`src/rtl/channel_edge_meter.sv`:
```
`default_nettype none
// ---------------------------------------------------------------------------
// channel_edge_meter - counts rising edges per channel over a gate window
//                      and streams one count per channel over valid/ready
// Revision: 1.0
// ---------------------------------------------------------------------------
module channel_edge_meter #(
  parameter int CHANNELS    = 5,
  parameter int GATE_CYCLES = 1000,
  parameter int COUNT_WIDTH = 16
) (
  input  logic                   clock,
  input  logic                   reset,
  input  logic [CHANNELS-1:0]    sig_in,
  input  logic                   start,
  output logic                   busy,
  output logic                   result_valid,
  input  logic                   result_ready,
  output logic [2:0]             result_channel,
  output logic [COUNT_WIDTH-1:0] result_count,
  output logic                   result_overflow
);

  localparam int                     GW        = (GATE_CYCLES > 1) ? $clog2(GATE_CYCLES) : 1;
  localparam logic [GW-1:0]          GATE_LAST = GW'(GATE_CYCLES - 1);
  localparam logic [2:0]             LAST_CH   = 3'(CHANNELS - 1);
  localparam logic [COUNT_WIDTH-1:0] COUNT_MAX = {COUNT_WIDTH{1'b1}};

  typedef enum logic [1:0] {
    IDLE   = 2'd0,
    GATE   = 2'd1,
    REPORT = 2'd2
  } state_t;

  state_t state;
  state_t state_next;

  // Input conditioning runs regardless of state so that stale edges are
  // already flushed through the pipeline when a gate opens.
  logic [CHANNELS-1:0] sync1;
  logic [CHANNELS-1:0] sync2;
  logic [CHANNELS-1:0] sync_prev;
  logic [CHANNELS-1:0] edge_hit;

  always_ff @(posedge clock or posedge reset) begin
    if (reset) begin
      sync1     <= '0;
      sync2     <= '0;
      sync_prev <= '0;
      edge_hit  <= '0;
    end else begin
      sync1     <= sig_in;
      sync2     <= sync1;
      sync_prev <= sync2;
      edge_hit  <= sync2 & ~sync_prev;
    end
  end

  logic [COUNT_WIDTH-1:0] count      [CHANNELS];
  logic [COUNT_WIDTH-1:0] count_next [CHANNELS];
  logic                   ovf        [CHANNELS];
  logic                   ovf_next   [CHANNELS];
  logic                   clear;
  logic                   counting;

  assign clear    = (state == IDLE) && start;
  assign counting = (state == GATE);

  always_comb begin
    for (int i = 0; i < CHANNELS; i++) begin
      count_next[i] = count[i];
      ovf_next[i]   = ovf[i];
      if (clear) begin
        count_next[i] = '0;
        ovf_next[i]   = 1'b0;
      end else if (counting && edge_hit[i]) begin
        if (count[i] == COUNT_MAX) begin
          ovf_next[i] = 1'b1;
        end else begin
          count_next[i] = count[i] + 1'b1;
        end
      end
    end
  end

  always_ff @(posedge clock or posedge reset) begin
    if (reset) begin
      for (int i = 0; i < CHANNELS; i++) begin
        count[i] <= '0;
        ovf[i]   <= 1'b0;
      end
    end else begin
      for (int i = 0; i < CHANNELS; i++) begin
        count[i] <= count_next[i];
        ovf[i]   <= ovf_next[i];
      end
    end
  end

  // Zero-padded view so the 3-bit report index never selects outside the array.
  logic [COUNT_WIDTH-1:0] count_pad [8];
  logic                   ovf_pad   [8];

  for (genvar k = 0; k < 8; k++) begin : g_pad
    if (k < CHANNELS) begin : g_used
      assign count_pad[k] = count[k];
      assign ovf_pad[k]   = ovf[k];
    end else begin : g_unused
      assign count_pad[k] = '0;
      assign ovf_pad[k]   = 1'b0;
    end
  end

  logic [GW-1:0]          gate_cnt;
  logic [GW-1:0]          gate_cnt_next;
  logic                   busy_next;
  logic                   valid_next;
  logic [2:0]             chan_next;
  logic [2:0]             chan_inc;
  logic [COUNT_WIDTH-1:0] count_out_next;
  logic                   ovf_out_next;

  assign chan_inc = result_channel + 3'd1;

  always_ff @(posedge clock or posedge reset) begin
    if (reset) begin
      state           <= IDLE;
      gate_cnt        <= '0;
      busy            <= 1'b0;
      result_valid    <= 1'b0;
      result_channel  <= 3'd0;
      result_count    <= '0;
      result_overflow <= 1'b0;
    end else begin
      state           <= state_next;
      gate_cnt        <= gate_cnt_next;
      busy            <= busy_next;
      result_valid    <= valid_next;
      result_channel  <= chan_next;
      result_count    <= count_out_next;
      result_overflow <= ovf_out_next;
    end
  end

  always_comb begin
    state_next     = state;
    gate_cnt_next  = gate_cnt;
    busy_next      = busy;
    valid_next     = result_valid;
    chan_next      = result_channel;
    count_out_next = result_count;
    ovf_out_next   = result_overflow;
    case (state)
      IDLE: begin
        if (start) begin
          state_next    = GATE;
          gate_cnt_next = '0;
          busy_next     = 1'b1;
        end
      end
      GATE: begin
        gate_cnt_next = gate_cnt + 1'b1;
        if (gate_cnt == GATE_LAST) begin
          // Channel 0 must include an edge landing on the final gate cycle.
          state_next     = REPORT;
          valid_next     = 1'b1;
          chan_next      = 3'd0;
          count_out_next = count_next[0];
          ovf_out_next   = ovf_next[0];
        end
      end
      REPORT: begin
        if (result_valid && result_ready) begin
          if (result_channel == LAST_CH) begin
            state_next     = IDLE;
            busy_next      = 1'b0;
            valid_next     = 1'b0;
            chan_next      = 3'd0;
            count_out_next = '0;
            ovf_out_next   = 1'b0;
          end else begin
            chan_next      = chan_inc;
            count_out_next = count_pad[chan_inc];
            ovf_out_next   = ovf_pad[chan_inc];
          end
        end
      end
      default: begin
        state_next = IDLE;
      end
    endcase
  end

endmodule
`default_nettype wire

```
`config.mk`:
```
export PLATFORM = sky130hd
export DESIGN_NAME = channel_edge_meter
export DESIGN_NICKNAME = d
export VERILOG_FILES = /design/src/rtl/channel_edge_meter.sv
export SDC_FILE = /design/constraint.sdc
export NUM_CORES = 1
export LEC_CHECK = 0
export CAP_MARGIN = 20
export CORE_UTILIZATION = 40
export DETAILED_ROUTE_END_ITERATION = 10
export SLEW_MARGIN = 20
export SYNTH_ARGS = -nofsm -noshare
export SYNTH_HDL_FRONTEND = slang
export SYNTH_SLANG_ARGS = --single-unit
```
`constraint.sdc`:
```
create_clock -name clock -period 8.1 [get_ports clock]
set_input_delay 1.62 -clock clock [delete_from_list [all_inputs] [get_ports clock]]
set_output_delay 1.62 -clock clock [all_outputs]
set_load 0.005 [all_outputs]
```
Word-level counts from Yosys, hierarchy flattened
Cells that the tools add are included.
{"block": "totals", "register_bits": 139, "latch_bits": 0, "ram_bits": 0, "romBits": 0, "in_bits": 9, "wordCells": 142, "memories": 0}
{"block": "classes", "add_sub_neg": 7, "n_mul": 0, "div_mod_pow": 0, "n_lt_le_gt_ge": 1, "eq_ne": 17, "shifts": 0, "mux": 61, "bitwise_logic": 3, "reduce_logical": 32}
{"op": "$mux 16", "count": 20}
{"op": "$add 16x1->16 const B", "count": 5}
{"op": "$eq 16x16->1 const B", "count": 5}
{"op": "$bmux 16 s3", "count": 1}
{"op": "$pmux 16 s2", "count": 1}
{"op": "$mux 1", "count": 24}
{"op": "$reduce_bool 2->1", "count": 11}
{"op": "$pmux 10 s2", "count": 1}
{"op": "$reduce_and 2->1", "count": 9}
{"op": "$ne 2x2->1 const B", "count": 7}
{"op": "$reduce_and 4->1", "count": 3}
{"op": "$add 10x1->10 const B", "count": 1}
{"op": "$eq 10x10->1 const B", "count": 1}
{"op": "$mux 10", "count": 1}
{"op": "$mux 3", "count": 3}
{"op": "$mux 2", "count": 4}
{"op": "$logic_and 1x1->1", "count": 7}
{"op": "$pmux 1 s2", "count": 3}
{"op": "$pmux 2 s3", "count": 1}
{"op": "$pmux 3 s2", "count": 1}
{"op": "$and 5x5->5", "count": 1}
{"op": "$not 5->5", "count": 1}
{"op": "$ge 4x4->1 const B", "count": 1}
{"op": "$not 3->4", "count": 1}
{"op": "8 further kinds", "count": 8}

Depth between registers and ports, before layout
Gate-level depths: netlist (run 1).
{"block": "depth", "ltp_word": 8, "depth_mapped": 11}

Worst setup path before layout (run 1)
No wires, ideal clock.
{"block": "synth_path", "path_kind": "input-to-reg", "from": "in start", "to": "reg count[15] in the netlist's numbering", "setup_time_ps": 132, "arrival_ps": 2899, "t_required_ps": 7968, "setup_slack_ps": 5069, "path_stages": 6, "path_cell_list": "buf_4 > nor3b_1 > clkbuf_1 > clkbuf_1 > buf_1 > nor2_1"}
{"block": "synth_via", "elab_chain_cells": 3, "word_cells_on_any_way": 5, "cone_classes": "eq/ne (1); mux (1); reduce/logical (3)"}
{"item": "start, declared", "line_no": "15", "text": "input logic start,"}
{"item": "$logic_and 1x1->1 (*)", "line_no": "66", "text": "assign clear = (state == IDLE) && start;"}
{"item": "$ne 2x2->1 (no source line) or $reduce_bool 2->1 (tied branches)"}
{"item": "$reduce_and 2->1 (no source line)"}
{"item": "end signal, assigned by index", "line_no": "94", "text": "count[i] <= count_next[i];"}
{"item": "end, declared", "line_no": "59", "text": "logic [COUNT_WIDTH-1:0] count [CHANNELS];"}
Every way passes the cells marked *; elsewhere a longest branch is shown, timed or not.
A chain may end at the register's enable or synchronous reset.

Final worst setup path (run 1)
{"block": "layout_path", "from": "in start", "to": "reg count[54] in the netlist's numbering"}
Same word-level chain as after synthesis.

==> results.cfg, run 1 <==
[setup_path]
r2r-start = result_channel[0]$_DFFE_PP0P_
crit_chain = clkdlybuf4s50_1 > nor3b_2 > buf_4 > nor2_1 > a211o_1 > or3_1 > a21oi_1
r2r_cells = 8
critPathLaunchType = input port
crit_fanout = 64
crit_path_end_kind = flop
regToRegSetupSlack_ns = 4.74
max_stage_delay_ns = 0.74
required_ns = 8.44
worstSetupPathType = input port to flop
critPathSlowestCell = clkdlybuf4s50_1
critPathArrivalTime_ns = 4.23
timing.rr.end = result_count[2]$_DFFE_PP0P_

[clock_tree]
clkSlewWorstSetupHoldPaths_ns = 0.06
postCtsSetupRepairBufs = 0
htreeDepth = 4
cts-root-buf = clkbuf_16
cts_hold_buf = 0
clock_latency_ns = 0.43
cts_buffer_depth = 2
ctsResizeCount = 0
cts_sinks = 139
cts_tree = done
cts-buffers-inserted = 17

[hold_path]
min_to = sync2[2]$_DFF_PP0_
hold_depth = 0
hp-class = flop to flop
min-delay-start = sync1[2]$_DFF_PP0_

[detailed_routing]
drc = 0
wl_per_cell_um = 20.3
drt.antenna.violating_nets = 0
drt_iter0_drc = 640
vias_per_cell = 6.13
dr.pass1.iters = 5
routed_wl_mm = 21.0
dr_total_vias = 6357

[power_and_ir_drop]
switchingPower_uw = 571
power.internal_mw = 1.46
p_leak_nw = 3.53
p_sw_share_pct = 28.1
p_comb_share_pct = 11.8
vdd_drop_max_uv = 154
pwr-share-seq_pct = 44.5
clkPwrFrac_pct = 43.7
power.density_nw_per_um2 = 233

[finish]
seqCellArea_um2 = 3480
antennaDiodeCount = 0
drive_above_1_share_pct = 9.28
area_growth_pct = 14.9
fillCellCount = 1683
multi_input_area_um2 = 3890
layout.nets = 812
fin_cells = 1037

[placed_design]
place_inst = 1005
port_buffers = 30
dpl.hpwl_mm = 14.6
gp_congestion = 0.937

[timing]
fmax_mhz = 257
slew_violations = 0
slew_headroom_pct = 26.5
final_hold_viol_count = 0
final.setup_skew_ns = 0.0124
layout_min_cycle_time_ns = 3.89
worstMarginPinSlew_ns = 1.10
post-route-period-util_pct = 48.0
setup_viol = 0
setup_tns_ns = 0
rsz0062_at_grt = false

[synth]
synth_top_cells_by_area = dfrtp_1 (46%), nor2_1 (5.1%), xor2_1 (4.3%)
yosysUniqueCellTypes = 72
ys.flop_type = dfrtp_1
ys_seq_elements = 139
syn_area_per_cell_um2 = 9.72
synth_area_leader_cell = dfrtp_1
async_flop_share_pct = 100
ys_seq_area_share_pct = 45.9
synth.most_common_cell = dfrtp_1
synth_cells = 780
synth_top_cell_area_share_pct = 45.9
synth_edf_count = 0
synth_nets = 797
synth_warnings = 0
synth_common_cells = dfrtp_1 (139), nor2_1 (104), nand2_1 (57), nand3_1 (44), xor2_1 (37)
netlist_area_um2 = 7580

[run_status]
run_status = finished clean

[global_routing]
grt_overflow = 0
grt_pass1_wl_mm = 34.1
grt_antenna_before_repair = 0
grt_max_degree = 77
grtUsageTotal_pct = 22.6
grt_pass1_vias = 6100

[floorplanning]
core_um2 = 18300
initial_utilization_pct = 41.5
io_pins = 31
placementRows = 49
dieArea_um2 = 19500
die_y_um = 140
die_x_um = 140

[flow_run]
cap_violations = 0
-- routing by layer --
metal | vias up | GRT usage [%] | part of all wire, %
li1 | 2918 | - | -
met1 | 3188 | 30.4 | 45
met2 | 220 | 36.6 | 48
met3 | 31 | 4.44 | 5.4
met4 | 0 | 7.29 | 1.9
met5 | - | 0 | 0
-- stage by stage --
stage	util, %	power (mW)	hold WS [ns]	setup slack [ns]	instance area [µm²]
2_1_floorplan	-	1.05	0.331	2.76	7580
3_3_place_gp	44.0	1.13	0.335	3.88	8040
3_5_place_dp	44.0	1.15	0.336	3.77	8040
4_1_cts	47.7	2.04	0.350	4.21	8710
5_1_grt	47.7	2.12	0.356	4.09	8710
6_report	47.7	2.03	0.348	4.21	8710
-- cells by family (layout without fill, tap and decap cells) --
group / count (synthesis) / count (layout) / synth area share, %
flops: 139 / 139 / 45.9
fa+ha+maj: 8 / 8 / 1.32
mux: 33 / 33 / 6.49
simple gates: 334 / 334 / 22.8
buf+inv: 50 / 78 / 2.97
xor+xnor: 53 / 53 / 6.12
compound gates: 163 / 163 / 14.4
-- worst max-delay path by stage --
stage / slack [ns] / depth (start not counted) / endpoint / startpoint
2_1_floorplan: 2.76 / 1 / busy$_DFFE_PP0P_ / reset
3_3_place_gp: 3.88 / 7 / count[54]$_DFFE_PP0P_ / start
3_5_place_dp: 3.77 / 7 / count[54]$_DFFE_PP0P_ / start
4_1_cts: 4.21 / 7 / count[54]$_DFFE_PP0P_ / start
5_1_grt: 4.09 / 7 / count[54]$_DFFE_PP0P_ / start
6_report: 4.21 / 7 / count[54]$_DFFE_PP0P_ / start
-- layout by cell type, fill, tap and decap left out, types with 3 or more instances in the layout --
| cell | count |
|---|---|
| o2111ai_1 | 6 |
| nand2_1 | 57 |
| nand4_1 | 22 |
| xnor2_1 | 16 |
| dfrtp_1 | 139 |
| o21ai_0 | 36 |
| o21bai_1 | 3 |
| o211ai_1 | 20 |
| a221oi_1 | 8 |
| o311ai_0 | 3 |
| nor2b_1 | 7 |
| clkdlybuf4s50_1 | 30 |
| mux2_2 | 4 |
| clkbuf_16 | 17 |
| nor2_1 | 104 |
| nand3b_1 | 7 |
| xor2_1 | 37 |
| or3_1 | 5 |
| mux4_2 | 10 |
| ha_1 | 8 |
| and3_1 | 15 |
| mux2i_1 | 17 |
| and4_1 | 10 |
| nand3_1 | 44 |
| o221ai_1 | 3 |
| a31oi_1 | 13 |
| inv_1 | 9 |
| or4_1 | 7 |
| bufinv_16 | 5 |
| nor4_1 | 11 |
| o31ai_1 | 10 |
| nor3_1 | 14 |
| clkbuf_8 | 4 |
| a21oi_1 | 29 |
| buf_4 | 6 |
| o21a_1 | 7 |
| and2_1 | 4 |
| nand2b_1 | 4 |
| or2_2 | 8 |
-- power by group through the flow --
stage	logic (mW)	registers [mW]	clock network [mW]
2_1_floorplan	0.195	0.857	0
3_3_place_gp	0.230	0.904	0
3_5_place_dp	0.240	0.910	0
4_1_cts	0.242	0.899	0.899
5_1_grt	0.278	0.915	0.926
6_report	0.240	0.903	0.887
-- cell type report --
type	instances	area share [%]
multi-input combinational	591	44.6
timing repair buffer	36	3.96
tap	229	3.29
sequential	139	39.9
clock inverter	10	2.13
clock buffer	22	5.56
inverter	10	0.488
-- worst max-delay path, delay by kind of cell --
| family | cells | cell delay, ns |
|---|---|---|
| simple gates | 3 | 0.76 |
| compound gates | 2 | 0.48 |
| buf+inv | 2 | 1.35 |
-- registers in the layout, indices dropped and copies added, names as in the netlist, 2 cells and up --
register and cells:
result_channel 3, sync2 5, gate_cnt 10, sync_prev 5, count 80, ovf 5, edge_hit 5, state 2
sync1 5, result_count 16
Power figures use the tool's default switching activity.
==> run 2, diff against run 1 <==
==> constraint.sdc (replaced) <==
create_clock -name clock -period 3.8 [get_ports clock]
set_input_delay 0.76 -clock clock [delete_from_list [all_inputs] [get_ports clock]]
set_output_delay 0.76 -clock clock [all_outputs]
set_load 0.005 [all_outputs]
==> run 2 against run 1 <==
Hold slack gained 0.0013 ns. Critical path type is now flop to flop. Non-clock buffer count grew 5. Largest power group unchanged. Design area shrank 0.39%. Highest routed layer unchanged. Clock skew shrank 0.0011 ns. Utilization shrank 0.18 points. Combinational power grew 120%.
==> results.cfg, run 2 (synthesis gave the netlist of run 1 again) <==
[clock_tree]
ctsResizeCount = 0
clkSlewWorstSetupHoldPaths_ns = 0.07
cts-buffers-inserted = 17
cts-root-buf = clkbuf_16
cts_sinks = 139
cts_tree = done
cts_buffer_depth = 2
postCtsSetupRepairBufs = 0
htreeDepth = 4
cts_hold_buf = 0
clock_latency_ns = 0.43

[timing]
setup_tns_ns = 0
slew_headroom_pct = 29.1
fmax_mhz = 351
rsz0062_at_grt = false
worstMarginPinSlew_ns = 1.06
fin_ws_ns = 0.952
layout_min_cycle_time_ns = 2.85
final.setup_skew_ns = 0.0113
setup_viol = 0
slew_violations = 0
final_hold_viol_count = 0
post-route-period-util_pct = 75.0

[placed_design]
placed_area_um2 = 8100
dpl.hpwl_mm = 14.5
gp_congestion = 0.930
port_buffers = 30
dp_slack_ns = 0.865
place_inst = 1010

[finish]
antennaDiodeCount = 0
final_cell_area_um2 = 8680
reg_top3 = count x80, result_count x16, gate_cnt x10
final_common_cell = dfrtp_1
drive_above_1_share_pct = 9.96
area_growth_pct = 14.4
fillCellCount = 1707
mostFrequentLayoutCells = dfrtp_1 (139), nor2_1 (104), nand2_1 (57), nand3_1 (44), xor2_1 (37)
fin_cells = 1042
largest_reg_flops = 80
layout.nets = 817
top_register = count

[floorplanning]
core_um2 = 18300
initial_utilization_pct = 41.5
dieArea_um2 = 19500
io_pins = 31
die_x_um = 140
placementRows = 49
die_y_um = 140

[power_and_ir_drop]
power.density_nw_per_um2 = 469
p_leak_nw = 3.50
vdd_drop_max_uv = 304

[detailed_routing]
dr_total_vias = 6359
m1WireLength_mm = 9.39
wl_per_cell_um = 20.0
top_layer = met4
drt_iter0_drc = 603
dr_wl_met2_mm = 9.69
routed_wl_mm = 20.8
drt.antenna.violating_nets = 0
drc = 0
vias_per_cell = 6.10
met3_length_mm = 1.21
dr.pass1.iters = 7

[setup_path]
worstSetupPathType = flop to flop
r2r_cells = 5
startpoint = state[1]$_DFFE_PP0P_
critPathArrivalTime_ns = 3.21
crit_path_end_kind = flop
r2r-start = state[1]$_DFFE_PP0P_
critPathLaunchType = flop
crit_fanout = 23
required_ns = 4.16

[global_routing]
grt_overflow = 0
grt_pass1_vias = 6039
grt_antenna_before_repair = 0
grtUsageTotal_pct = 22.2
grt_max_degree = 140
grt_pass1_wl_mm = 33.6

[flow_run]
cap_violations = 0

[hold_path]
min-delay-start = sync1[1]$_DFF_PP0_
hp-class = flop to flop
hold_depth = 0

[run_status]
run_status = finished clean
-- run 2: cell types whose count changed in the layout (fill, tap and decap cells not counted), moves of 2 or more --
cell / previous run / this run
bufinv_16: 5 / 1
clkinvlp_4: 1 / 5
inv_6: 2 / 6
buf_4: 6 / 9
clkbuf_8: 4 / 1
buf_12: 0 / 2
-- run 2: path summary, 6_finish.rpt --
kind,end,slack [ns]
worst max-delay path,result_count[2]$_DFFE_PP0P_,0.95
worst min-delay path,sync2[1]$_DFF_PP0_,0.35
worst max register to register,result_count[2]$_DFFE_PP0P_,0.95
worst min register to register,sync2[1]$_DFF_PP0_,0.35
max in group asynchronous,count[4]$_DFFE_PP0P_,2.31
min in group asynchronous,gate_cnt[5]$_DFFE_PP0P_,0.80
-- run 2: per-stage QoR --
stage	hold WS, ns	power, mW	util, %
after CTS	0.352	4.10	47.5
final	0.350	4.07	47.5
after detailed placement	0.336	2.46	44.3
after global placement	0.336	2.43	44.3
after global routing	0.367	4.26	47.5
after floorplan	0.331	2.24	-
-- run 2: critical path: stages, from the launching register on --
cell and delay [ns]:
dfrtp_1 0.88, nand2b_1 0.35, a21oi_1 0.90, a22oi_1 0.25
o311ai_0 0.21, o21a_1 0.19
-- run 2: layout make-up --
type                            instances  area, µm²  share of cell area, %
Inverter                               10       41.3                  0.476
Multi-Input combinational cell        591       3890                   44.8
Tap cell                              229        287                   3.30
Clock inverter                         14        135                   1.56
Timing Repair Buffer                   41        408                   4.70
Clock buffer                           18        439                   5.06
Sequential cell                       139       3480                   40.1
-- run 2: metal layers --
metal  up-vias  GRT usage [%]
met1      3188           30.9
met2       210           33.9
met4         0           8.85
met5         -              0
li1       2923              -
met3        38           4.34
-- run 2: report_power, final --
part	leakage (nW)	internal (mW)	switching (mW)
logic	1.43	0.232	0.291
registers	1.80	1.65	0.278
clock network	0.271	0.929	0.689
